===== src/rtl/qs1r_dsp_pkg.sv =====
// Shared DSP-chain definitions for the QS1R receive path.
// - DSP_IN_WIDTH  : sample width produced by the NCO/CORDIC mixer.
// - DSP_OUT_WIDTH : sample width consumed by the CFIR/FIR decimator.
// - cic_acc_width : CIC accumulator width = in_width + ceil(stages * log2(decimation)).
package qs1r_dsp_pkg;

  localparam int unsigned DSP_IN_WIDTH  = 22;
  localparam int unsigned DSP_OUT_WIDTH = 24;

  // ceil(N * log2(R)) equals ceil(log2(R^N)); R^N fits in 64 bits for R <= 127, N <= 9.
  function automatic int unsigned cic_acc_width(input int unsigned in_width,
                                                input int unsigned stages,
                                                input int unsigned decimation);
    logic [63:0] gain;
    int unsigned growth;
    gain   = 64'd1;
    growth = 0;
    for (int unsigned s = 0; s < stages; s++) gain = gain * 64'(decimation);
    while ((64'd1 << growth) < gain) growth++;
    return in_width + growth;
  endfunction

endpackage


===== src/rtl/qs1r_cic_decim_if.sv =====
// Sample-stream bundle around the CIC decimator.
// - in_strobe/in_I/in_Q    : mixer-side samples (driven by master, read by slave).
// - out_strobe/out_I/out_Q : decimated samples towards the FIR stage (driven by slave).
interface qs1r_cic_decim_if
  import qs1r_dsp_pkg::*;
#(
  parameter int unsigned IN_WIDTH  = DSP_IN_WIDTH,
  parameter int unsigned OUT_WIDTH = DSP_OUT_WIDTH
);
  logic                        in_strobe;
  logic signed [IN_WIDTH-1:0]  in_I;
  logic signed [IN_WIDTH-1:0]  in_Q;
  logic                        out_strobe;
  logic signed [OUT_WIDTH-1:0] out_I;
  logic signed [OUT_WIDTH-1:0] out_Q;

  modport master (output in_strobe, in_I, in_Q, input out_strobe, out_I, out_Q);
  modport slave  (input in_strobe, in_I, in_Q, output out_strobe, out_I, out_Q);
endinterface


===== src/rtl/qs1r_cic_channel.sv =====
// One CIC rail: integrator chain, pipelined comb chain and output rounding.
// - clock, reset : system clock, synchronous active-high reset.
// - in_strobe    : advances the integrators.
// - in_data      : signed input sample.
// - comb_en      : per-comb-stage enable (valid travelling down the pipe, from the top).
// - out_en       : loads the rounded comb result into the output register.
// - out_data     : signed, rounded, saturated output (held between loads).
module qs1r_cic_channel
  import qs1r_dsp_pkg::*;
#(
  parameter int unsigned IN_WIDTH  = DSP_IN_WIDTH,
  parameter int unsigned STAGES    = 5,
  parameter int unsigned ACC_WIDTH = 49,
  parameter int unsigned OUT_WIDTH = DSP_OUT_WIDTH
) (
  input  logic                        clock,
  input  logic                        reset,
  input  logic                        in_strobe,
  input  logic signed [IN_WIDTH-1:0]  in_data,
  input  logic [STAGES-1:0]           comb_en,
  input  logic                        out_en,
  output logic signed [OUT_WIDTH-1:0] out_data
);
  localparam int unsigned DROP = ACC_WIDTH - OUT_WIDTH;
  localparam logic signed [OUT_WIDTH-1:0] OUT_MAX = {1'b0, {(OUT_WIDTH - 1){1'b1}}};

  typedef logic signed [ACC_WIDTH-1:0] acc_t;

  acc_t integ_q [STAGES];
  acc_t comb_q  [STAGES];
  acc_t dly_q   [STAGES];
  acc_t comb_in [STAGES];
  acc_t comb_last;
  logic signed [OUT_WIDTH-1:0] trunc, rounded, out_q;
  logic round_bit;

  // Integrators wrap modulo 2^ACC_WIDTH; the combs cancel the wrap exactly.
  always_ff @(posedge clock) begin
    if (reset) begin
      for (int k = 0; k < STAGES; k++) integ_q[k] <= '0;
    end else if (in_strobe) begin
      integ_q[0] <= integ_q[0] + ACC_WIDTH'(in_data);
      for (int k = 1; k < STAGES; k++) integ_q[k] <= integ_q[k] + integ_q[k-1];
    end
  end

  always_comb begin
    comb_in[0] = integ_q[STAGES-1];
    for (int k = 1; k < STAGES; k++) comb_in[k] = comb_q[k-1];
  end

  // Round half up on the first dropped bit; only the positive end can overflow.
  always_comb begin
    comb_last = comb_q[STAGES-1];
    trunc     = comb_last[ACC_WIDTH-1 -: OUT_WIDTH];
    round_bit = comb_last[DROP-1];
    rounded   = trunc;
    if (round_bit) begin
      rounded = (trunc == OUT_MAX) ? OUT_MAX : trunc + OUT_WIDTH'(1);
    end
  end

  always_ff @(posedge clock) begin
    if (reset) begin
      for (int k = 0; k < STAGES; k++) begin
        comb_q[k] <= '0;
        dly_q[k]  <= '0;
      end
      out_q <= '0;
    end else begin
      for (int k = 0; k < STAGES; k++) begin
        if (comb_en[k]) begin
          comb_q[k] <= comb_in[k] - dly_q[k];
          dly_q[k]  <= comb_in[k];
        end
      end
      if (out_en) out_q <= rounded;
    end
  end

  assign out_data = out_q;

endmodule


===== src/rtl/qs1r_cic_decim.sv =====
// Decimating CIC filter for the mixer's baseband I/Q stream.
// - clock, reset : system clock, synchronous active-high reset.
// - bus (slave)  : in_strobe/in_I/in_Q from the mixer; out_strobe/out_I/out_Q to the FIR.
// I and Q share the decimation counter, dec_tick and the comb valid pipe, so both rails
// are cycle-identical and a single out_strobe covers them.
module qs1r_cic_decim
  import qs1r_dsp_pkg::*;
#(
  parameter int unsigned IN_WIDTH   = DSP_IN_WIDTH,
  parameter int unsigned STAGES     = 5,
  parameter int unsigned DECIMATION = 40,
  parameter int unsigned ACC_WIDTH  = cic_acc_width(IN_WIDTH, STAGES, DECIMATION),
  parameter int unsigned OUT_WIDTH  = DSP_OUT_WIDTH
) (
  input logic              clock,
  input logic              reset,
  qs1r_cic_decim_if.slave  bus
);
  localparam int unsigned CNT_WIDTH = $clog2(DECIMATION);

  logic [CNT_WIDTH-1:0] count_q;
  logic                 dec_tick_q;
  logic [STAGES-1:0]    comb_valid_q;
  logic [STAGES-1:0]    comb_en;
  logic                 out_strobe_q;

  // Comb stage k fires when stage k-1 produced a value; stage 0 fires on dec_tick.
  always_comb begin
    comb_en = (comb_valid_q << 1) | STAGES'(dec_tick_q);
  end

  always_ff @(posedge clock) begin
    if (reset) begin
      count_q      <= '0;
      dec_tick_q   <= 1'b0;
      comb_valid_q <= '0;
      out_strobe_q <= 1'b0;
    end else begin
      dec_tick_q <= 1'b0;
      if (bus.in_strobe) begin
        if (count_q == CNT_WIDTH'(DECIMATION - 1)) begin
          count_q    <= '0;
          dec_tick_q <= 1'b1;
        end else begin
          count_q <= count_q + CNT_WIDTH'(1);
        end
      end
      comb_valid_q <= comb_en;
      out_strobe_q <= comb_valid_q[STAGES-1];
    end
  end

  qs1r_cic_channel #(
    .IN_WIDTH  (IN_WIDTH),
    .STAGES    (STAGES),
    .ACC_WIDTH (ACC_WIDTH),
    .OUT_WIDTH (OUT_WIDTH)
  ) u_chan_i (
    .clock     (clock),
    .reset     (reset),
    .in_strobe (bus.in_strobe),
    .in_data   (bus.in_I),
    .comb_en   (comb_en),
    .out_en    (comb_valid_q[STAGES-1]),
    .out_data  (bus.out_I)
  );

  qs1r_cic_channel #(
    .IN_WIDTH  (IN_WIDTH),
    .STAGES    (STAGES),
    .ACC_WIDTH (ACC_WIDTH),
    .OUT_WIDTH (OUT_WIDTH)
  ) u_chan_q (
    .clock     (clock),
    .reset     (reset),
    .in_strobe (bus.in_strobe),
    .in_data   (bus.in_Q),
    .comb_en   (comb_en),
    .out_en    (comb_valid_q[STAGES-1]),
    .out_data  (bus.out_Q)
  );

  assign bus.out_strobe = out_strobe_q;

endmodule

===== src/flat_wrapper.sv =====
// flat-port wrapper written by rule: the top's interface ports become plain ports
module qs1r_cic_decim_flat import qs1r_dsp_pkg::*;
#(
  parameter int unsigned IN_WIDTH   = DSP_IN_WIDTH,
  parameter int unsigned STAGES     = 5,
  parameter int unsigned DECIMATION = 40,
  parameter int unsigned ACC_WIDTH  = cic_acc_width(IN_WIDTH, STAGES, DECIMATION),
  parameter int unsigned OUT_WIDTH  = DSP_OUT_WIDTH
)
  (clock, reset, bus_in_strobe, bus_in_I, bus_in_Q, bus_out_strobe, bus_out_I, bus_out_Q);
  qs1r_cic_decim_if #(.IN_WIDTH(IN_WIDTH), .OUT_WIDTH(OUT_WIDTH)) bus_i ();
  input logic clock;
  input logic reset;
  input wire logic [$bits(bus_i.in_strobe)-1:0] bus_in_strobe;
  input wire logic [$bits(bus_i.in_I)-1:0] bus_in_I;
  input wire logic [$bits(bus_i.in_Q)-1:0] bus_in_Q;
  output wire logic [$bits(bus_i.out_strobe)-1:0] bus_out_strobe;
  output wire logic [$bits(bus_i.out_I)-1:0] bus_out_I;
  output wire logic [$bits(bus_i.out_Q)-1:0] bus_out_Q;
  assign bus_i.in_strobe = bus_in_strobe;
  assign bus_i.in_I = bus_in_I;
  assign bus_i.in_Q = bus_in_Q;
  assign bus_out_strobe = bus_i.out_strobe;
  assign bus_out_I = bus_i.out_I;
  assign bus_out_Q = bus_i.out_Q;
  qs1r_cic_decim #(.IN_WIDTH(IN_WIDTH), .STAGES(STAGES), .DECIMATION(DECIMATION), .ACC_WIDTH(ACC_WIDTH), .OUT_WIDTH(OUT_WIDTH)) u_core (.clock(clock), .reset(reset), .bus(bus_i));
endmodule

===== config.mk =====
export PLATFORM = sky130hd
export DESIGN_NAME = qs1r_cic_decim_flat
export DESIGN_NICKNAME = d
export VERILOG_FILES = /design/src/rtl/qs1r_dsp_pkg.sv /design/src/rtl/qs1r_cic_decim_if.sv /design/src/rtl/qs1r_cic_channel.sv /design/src/rtl/qs1r_cic_decim.sv /design/src/flat_wrapper.sv
export SDC_FILE = /design/constraint.sdc
export NUM_CORES = 2
export LEC_CHECK = 0
export CAP_MARGIN = 0
export CORE_MARGIN = 2
export CORE_UTILIZATION = 40
export CTS_BUF_LIST = sky130_fd_sc_hd__clkbuf_8
export DETAILED_ROUTE_END_ITERATION = 7
export PLACE_DENSITY = 0.56
export SKIP_LAST_GASP = 1
export SYNTH_ARGS = -nofsm -noshare
export SYNTH_HDL_FRONTEND = slang
export SYNTH_SLANG_ARGS = --single-unit

===== constraint.sdc =====
create_clock -name clock -period 14.6 [get_ports clock]
set_input_delay 4.38 -clock clock [delete_from_list [all_inputs] [get_ports clock]]
set_output_delay 4.38 -clock clock [all_outputs]
set_load 0.02 [all_outputs]

-- Word level (Yosys, flattened, before mapping)
Memory sizes are Yosys's and may differ from the RTL's.
Index checks and enable logic that the tools add are counted.
W data, S select, Z words.
- output and inout port bits: 49
- register bits: 61
- memories: 6
- RAM bits: 1470
- equal/unequal tests: 3
- add/sub/neg operators: 23
- reductions and logical operators: 1
- bitwise gates (word level): 32
- multiplexer cells: 56
- memory list (memory ; depth ; width ; rd ports ; clocked after memory_dff ; wr ports ; line ; text):
    u_core.u_chan_i.comb_q ; 5 ; 49 ; 5 ; 0 ; 5 ; qs1r_cic_channel.sv:30 ; acc_t comb_q [STAGES];
    u_core.u_chan_i.dly_q ; 5 ; 49 ; 5 ; 0 ; 5 ; qs1r_cic_channel.sv:31 ; acc_t dly_q [STAGES];
    u_core.u_chan_i.integ_q ; 5 ; 49 ; 5 ; 0 ; 5 ; qs1r_cic_channel.sv:29 ; acc_t integ_q [STAGES];
    u_core.u_chan_q.comb_q ; 5 ; 49 ; 5 ; 0 ; 5 ; qs1r_cic_channel.sv:30 ;
    u_core.u_chan_q.dly_q ; 5 ; 49 ; 5 ; 0 ; 5 ; qs1r_cic_channel.sv:31 ;
    u_core.u_chan_q.integ_q ; 5 ; 49 ; 5 ; 0 ; 5 ; qs1r_cic_channel.sv:29 ;
- operators by type and width (kind ; count):
    $mux W49 ; 30
    $sub A49 B49 Y49 ; 10
    $add A49 B49 Y49 ; 8
    $add A49 B22 Y49 ; 2
    $mux W24 ; 4
    $add A24 B2 Y24 const B ; 2
    $eq A24 B24 Y1 const B ; 2
    $or A1 B1 Y1 ; 30
    $mux W1 ; 21
    $add A6 B1 Y6 const B ; 1
    $eq A6 B6 Y1 const B ; 1
    $mux W6 ; 1
    $or A5 B1 Y5 ; 1
    $reduce_or A2 Y1 ; 1
    $not A1 Y1 ; 1

-- Longest topological paths before layout
- word-level depth: 5
- depth in mapped cells: 14

-- Cells and area by module
From an unflattened synthesis, not the netlist that was laid out.
- cells, all modules: 10816
- area, all modules: 104283.8 um2
- modules (own cells, without submodules) (module ; area each (um2) ; cells an instance ; instances ; sequential area each (um2)):
    qs1r_cic_channel (u_core.u_chan_i) ; 52203.8 ; 5444 ; 1 ; 21830.9
    qs1r_cic_channel (u_core.u_chan_q) ; 51603.2 ; 5330 ; 1 ; 21830.9
    qs1r_cic_decim ; 476.7 ; 42 ; 1 ; 260.2

-- Worst setup path after synthesis
Ideal clock, no wire load.
- path kind: input -> register
- from: in reset
- to: mem u_core.u_chan_i.integ_q[0][0] (netlist bit) (enable)
- arrival time: 10770 ps
- stages: 3
- slack: 3176 ps
- cells stage by stage: clkbuf_1 > clkbuf_1 > or2_2
- RTL lines (element ; line ; text):
    from (decl) ; flat_wrapper.sv:13 ; input logic reset;
    to (decl) ; qs1r_cic_channel.sv:29 ;

==> metrics.txt <==
LEAKAGE=47.9 nW; Relative slew margins=0.254; Reg2Reg Launch Point=u_core.u_chan_q.integ_q[0][196]; Inserted Clock Buffers=291; XOR/XNOR share of the synthesized area=0.0707; run status=finished clean; pin slew with the least headroom to its limit=1.12 ns; Worst Path Class, Setup=input port to register; placed cell area=0.107 mm²; post-route DRC violation count=0; top post-synthesis cells by area=edfxtp_1 (42%), ha_1 (12%), nor2_1 (4.5%); largest driver fanout on the critical path=5; maximum number of pins on one net before global-route repair=261; reported max-cap violation count=0; CP endpoint=u_core.u_chan_q.integ_q[0][42]; final routed wire length divided by cell count=15.4 µm; mapped cell area=0.102 mm²; worst min path class=register to register; count of cell types in the netlist=90; Arr. time, crit path=8.30 ns; CTS hold repair buffers=0; multiplexer fraction of the synthesized cell area=0.00187; share of the synthesized area in the top cell type=0.418; all-layer global routing usage=0.165; worst reg2reg endpoint=u_core.u_chan_q.integ_q[0][244]; vias in the first global route=72.2k; H-tree depth reported by CTS=5; maximum clock path buffer count=4; number of cells on the worst reg-to-reg path=13; Clock Latency Late Sink=1.02 ns; post-detailed-routing wire length=217,000 µm; synthesized area per cell=9.75 µm²; total power after layout=12.0 mW; area of the die=0.260 mm²; Power Density=107 mW/mm²; sequential element share of the synthesized area=0.430; worst setup slack after placement=6.10 ns; Boundary Pins=96; critical path launch point type=input port; count of buffers from port buffering=95; number of failing setup endpoints in the final timing report=0; layout cells sized above 1=0.0456; FFs w/ async S/R, synth=0; total via count in the routed design=73.7k; Site Rows=185; RePlAce Congestion=0.917; #FFs+latches synth=1,483; worst IR drop on VDD=0.0000880 V; final-report max-slew violation count=0; fraction of the mapped netlist area in compound gates=0.180; final layout net count=11.6k; DRT iter0 DRCs=3,804; element type at the critical path end=register; yosys warns=0; combinational family with the most area after synthesis=compound AO/OA/AOI/OAI gates; highest attainable clock frequency=0.132 GHz; clock tree skew after final layout=0.0808 ns; die height=509 µm; final core area utilization=0.440; root buffer cell=clkbuf_8; Core Box Area=0.254 mm²; shortest period the worst path allows=7.59 ns; initial antenna violation count=3; cell type contributing the most total cell area after synthesis=edfxtp_1; Post-synth EDFFs=1,422; setup repair after global routing missed its margin=no; post-route fraction of the period consumed by the critical path=0.520; Remaining Overflow, GRT=0; cell count after synthesis=10.5k; required time of the critical path=15.31 ns; worst setup slack for register-to-register paths=9.98 ns; post-synthesis net count=11.5k; clock transition at the registers of the reported paths=0.06 ns; final standard cell area without fillers=0.112 mm²; final hold violation count=0; Simple-Gate Fraction of Synth Area=0.159; Initial Utilization=0.402; post-CTS setup buffer count=0; setup slack after layout=7.01 ns; Detail Route Antenna Nets=0; synthesized-area fraction occupied by adder cells=0.121; via count normalized by instance count=5.21; growth of design area from synthesis to finish=9.36%; setup total negative slack=0 ns; CTS sink count=1,483; post-cts gate resize count=0; origin of the worst setup path=bus_in_Q[0]; main flop type after synthesis=edfxtp_1; wire length of the first global-routing pass=360,000 µm; TritonCTS clock tree=yes; horizontal extent of the die=509 µm; Pre-Repair DR Iteration Count=6; Final HPWL DP=161,000 µm
-- registers in the layout (all words and copies together), names as in the netlist, 5 cells and up --
name	count
u_core.comb_valid_q	5
u_core.u_chan_i.integ_q	245
u_core.u_chan_q.integ_q	245
u_core.u_chan_i.out_data	24
u_core.count_q	6
u_core.u_chan_q.comb_q	221
u_core.u_chan_q.dly_q	245
u_core.u_chan_i.dly_q	245
u_core.u_chan_i.comb_q	221
u_core.u_chan_q.out_data	24
-- metal layers --
| layer | share of wire | GRT usage | wire (µm) | vias up |
|---|---|---|---|---|
| li1 | - | - | - | 38301 |
| met2 | 0.46 | 0.273 | 99000 | 1145 |
| met4 | 0.030 | 0.0545 | 6480 | 0 |
| met1 | 0.48 | 0.221 | 105000 | 33878 |
| met3 | 0.030 | 0.0219 | 6620 | 413 |
| met5 | 0 | 0 | 0 | - |
-- cells by family (layout without fill, tap and decap cells) --
group,count (synthesis),count (layout)
adders and majority gates,979,979
buffers and inverters,1004,1294
and+or+nand+nor,3334,3334
other,0,7
AOI/OAI and AO/OA,2843,2843
xor gates and xnor gates,825,825
DFF,1483,1483
muxes,19,19
-- worst max-delay path, stage by stage --
cell and delay (ns):
clkdlybuf4s50_1 0.41, ha_1 0.25, fa_1 0.44, a211oi_1 0.28, nor2_1 0.12, o22ai_1 0.27
a31oi_1 0.20, a21oi_1 0.45, o21bai_1 0.19, a221oi_1 0.56, o21ai_0 0.26, a31oi_1 0.24
xor2_1 0.19, nor2_1 0.06
-- cell type report --
class,instances,area [µm²]
Sequential cell,1483,43900
Antenna cell,7,17.5
Inverter,687,2580
Tap cell,3366,4210
Multi-Input combinational cell,8000,54600
Clock inverter,183,1090
Clock buffer,302,4160
Timing Repair Buffer,122,1240
Fill cell,24349,142000
-- worst min-delay path by stage --
stage	slack, ns	end	start	cells after the start
after global routing	0.49	u_core.u_chan_i.out_data[16]	u_core.u_chan_i.out_data[16]	2
final	0.48	u_core.comb_valid_q[3]	u_core.comb_valid_q[2]	1
after CTS	0.48	u_core.comb_valid_q[3]	u_core.comb_valid_q[2]	1
after floorplan	0.44	u_core.comb_valid_q[3]	u_core.comb_valid_q[2]	1
after detailed placement	0.47	u_core.u_chan_i.out_data[16]	u_core.u_chan_i.out_data[16]	2
after global placement	0.46	u_core.comb_valid_q[2]	u_core.comb_valid_q[1]	1
-- per-stage QoR --
stage	hold WS (ns)	std cells
after detailed placement	0.466	13658
after CTS	0.476	14143
after floorplan	0.443	10487
after global placement	0.460	13658
final	0.476	14150
after global routing	0.487	14149
-- where the power goes --
| part | internal [mW] | leakage (nW) | switching, mW |
|---|---|---|---|
| combinational | 1.22 | 29.4 | 1.69 |
| sequential | 4.97 | 15.5 | 0.239 |
| clock | 2.11 | 3.01 | 1.76 |
-- cell usage after synthesis, drive strengths merged (18+ instances only) --
| cell type | count |
|---|---|
| edfxtp | 1422 |
| nor2 | 1221 |
| ha | 961 |
| a21oi | 876 |
| inv | 687 |
| a21o | 573 |
| and2 | 550 |
| nand2 | 518 |
| o21ai | 471 |
| xnor2 | 444 |
| xor2 | 381 |
| clkbuf | 314 |
| nand3 | 193 |
| nand2b | 145 |
| nor3 | 145 |
| nor2b | 138 |
| o21bai | 134 |
| nand4 | 133 |
| a211oi | 130 |
| a31oi | 111 |
| and3 | 105 |
| o21a | 99 |
| dfxtp | 61 |
| o211ai | 54 |
| o31ai | 52 |
| nor3b | 40 |
| or2 | 35 |
| a311oi | 31 |
| and4 | 31 |
| a21boi | 29 |
| a41oi | 28 |
| a221oi | 27 |
| or3 | 26 |
| a31o | 25 |
| o31a | 25 |
| a211o | 22 |
| a2111oi | 20 |
| nor4 | 19 |
| fa | 18 |
| mux2i | 18 |
-- layout by cell type, fill, tap and decap left out, types with 26 or more instances in the layout --
master / instances
and4_1: 31
inv_1: 772
o31ai_1: 51
a21o_1: 573
o21bai_1: 133
and3_1: 105
clkinv_2: 35
a21boi_0: 28
clkinv_1: 41
nor3_1: 144
xor2_1: 381
nor2b_1: 137
nand2b_1: 144
a41oi_1: 28
nor2_1: 1221
and2_1: 548
o21ai_0: 455
nor3b_1: 40
a31oi_1: 109
dfxtp_1: 60
xnor2_1: 444
nand3_1: 193
clkdlybuf4s50_1: 94
a21oi_1: 872
or3_1: 26
edfxtp_1: 1422
nand2_1: 518
clkbuf_8: 302
a311oi_1: 30
o21a_1: 99
or2_2: 29
ha_1: 961
a211oi_1: 128
o211ai_1: 54
nand4_1: 133
Power figures use the tool's default switching activity.
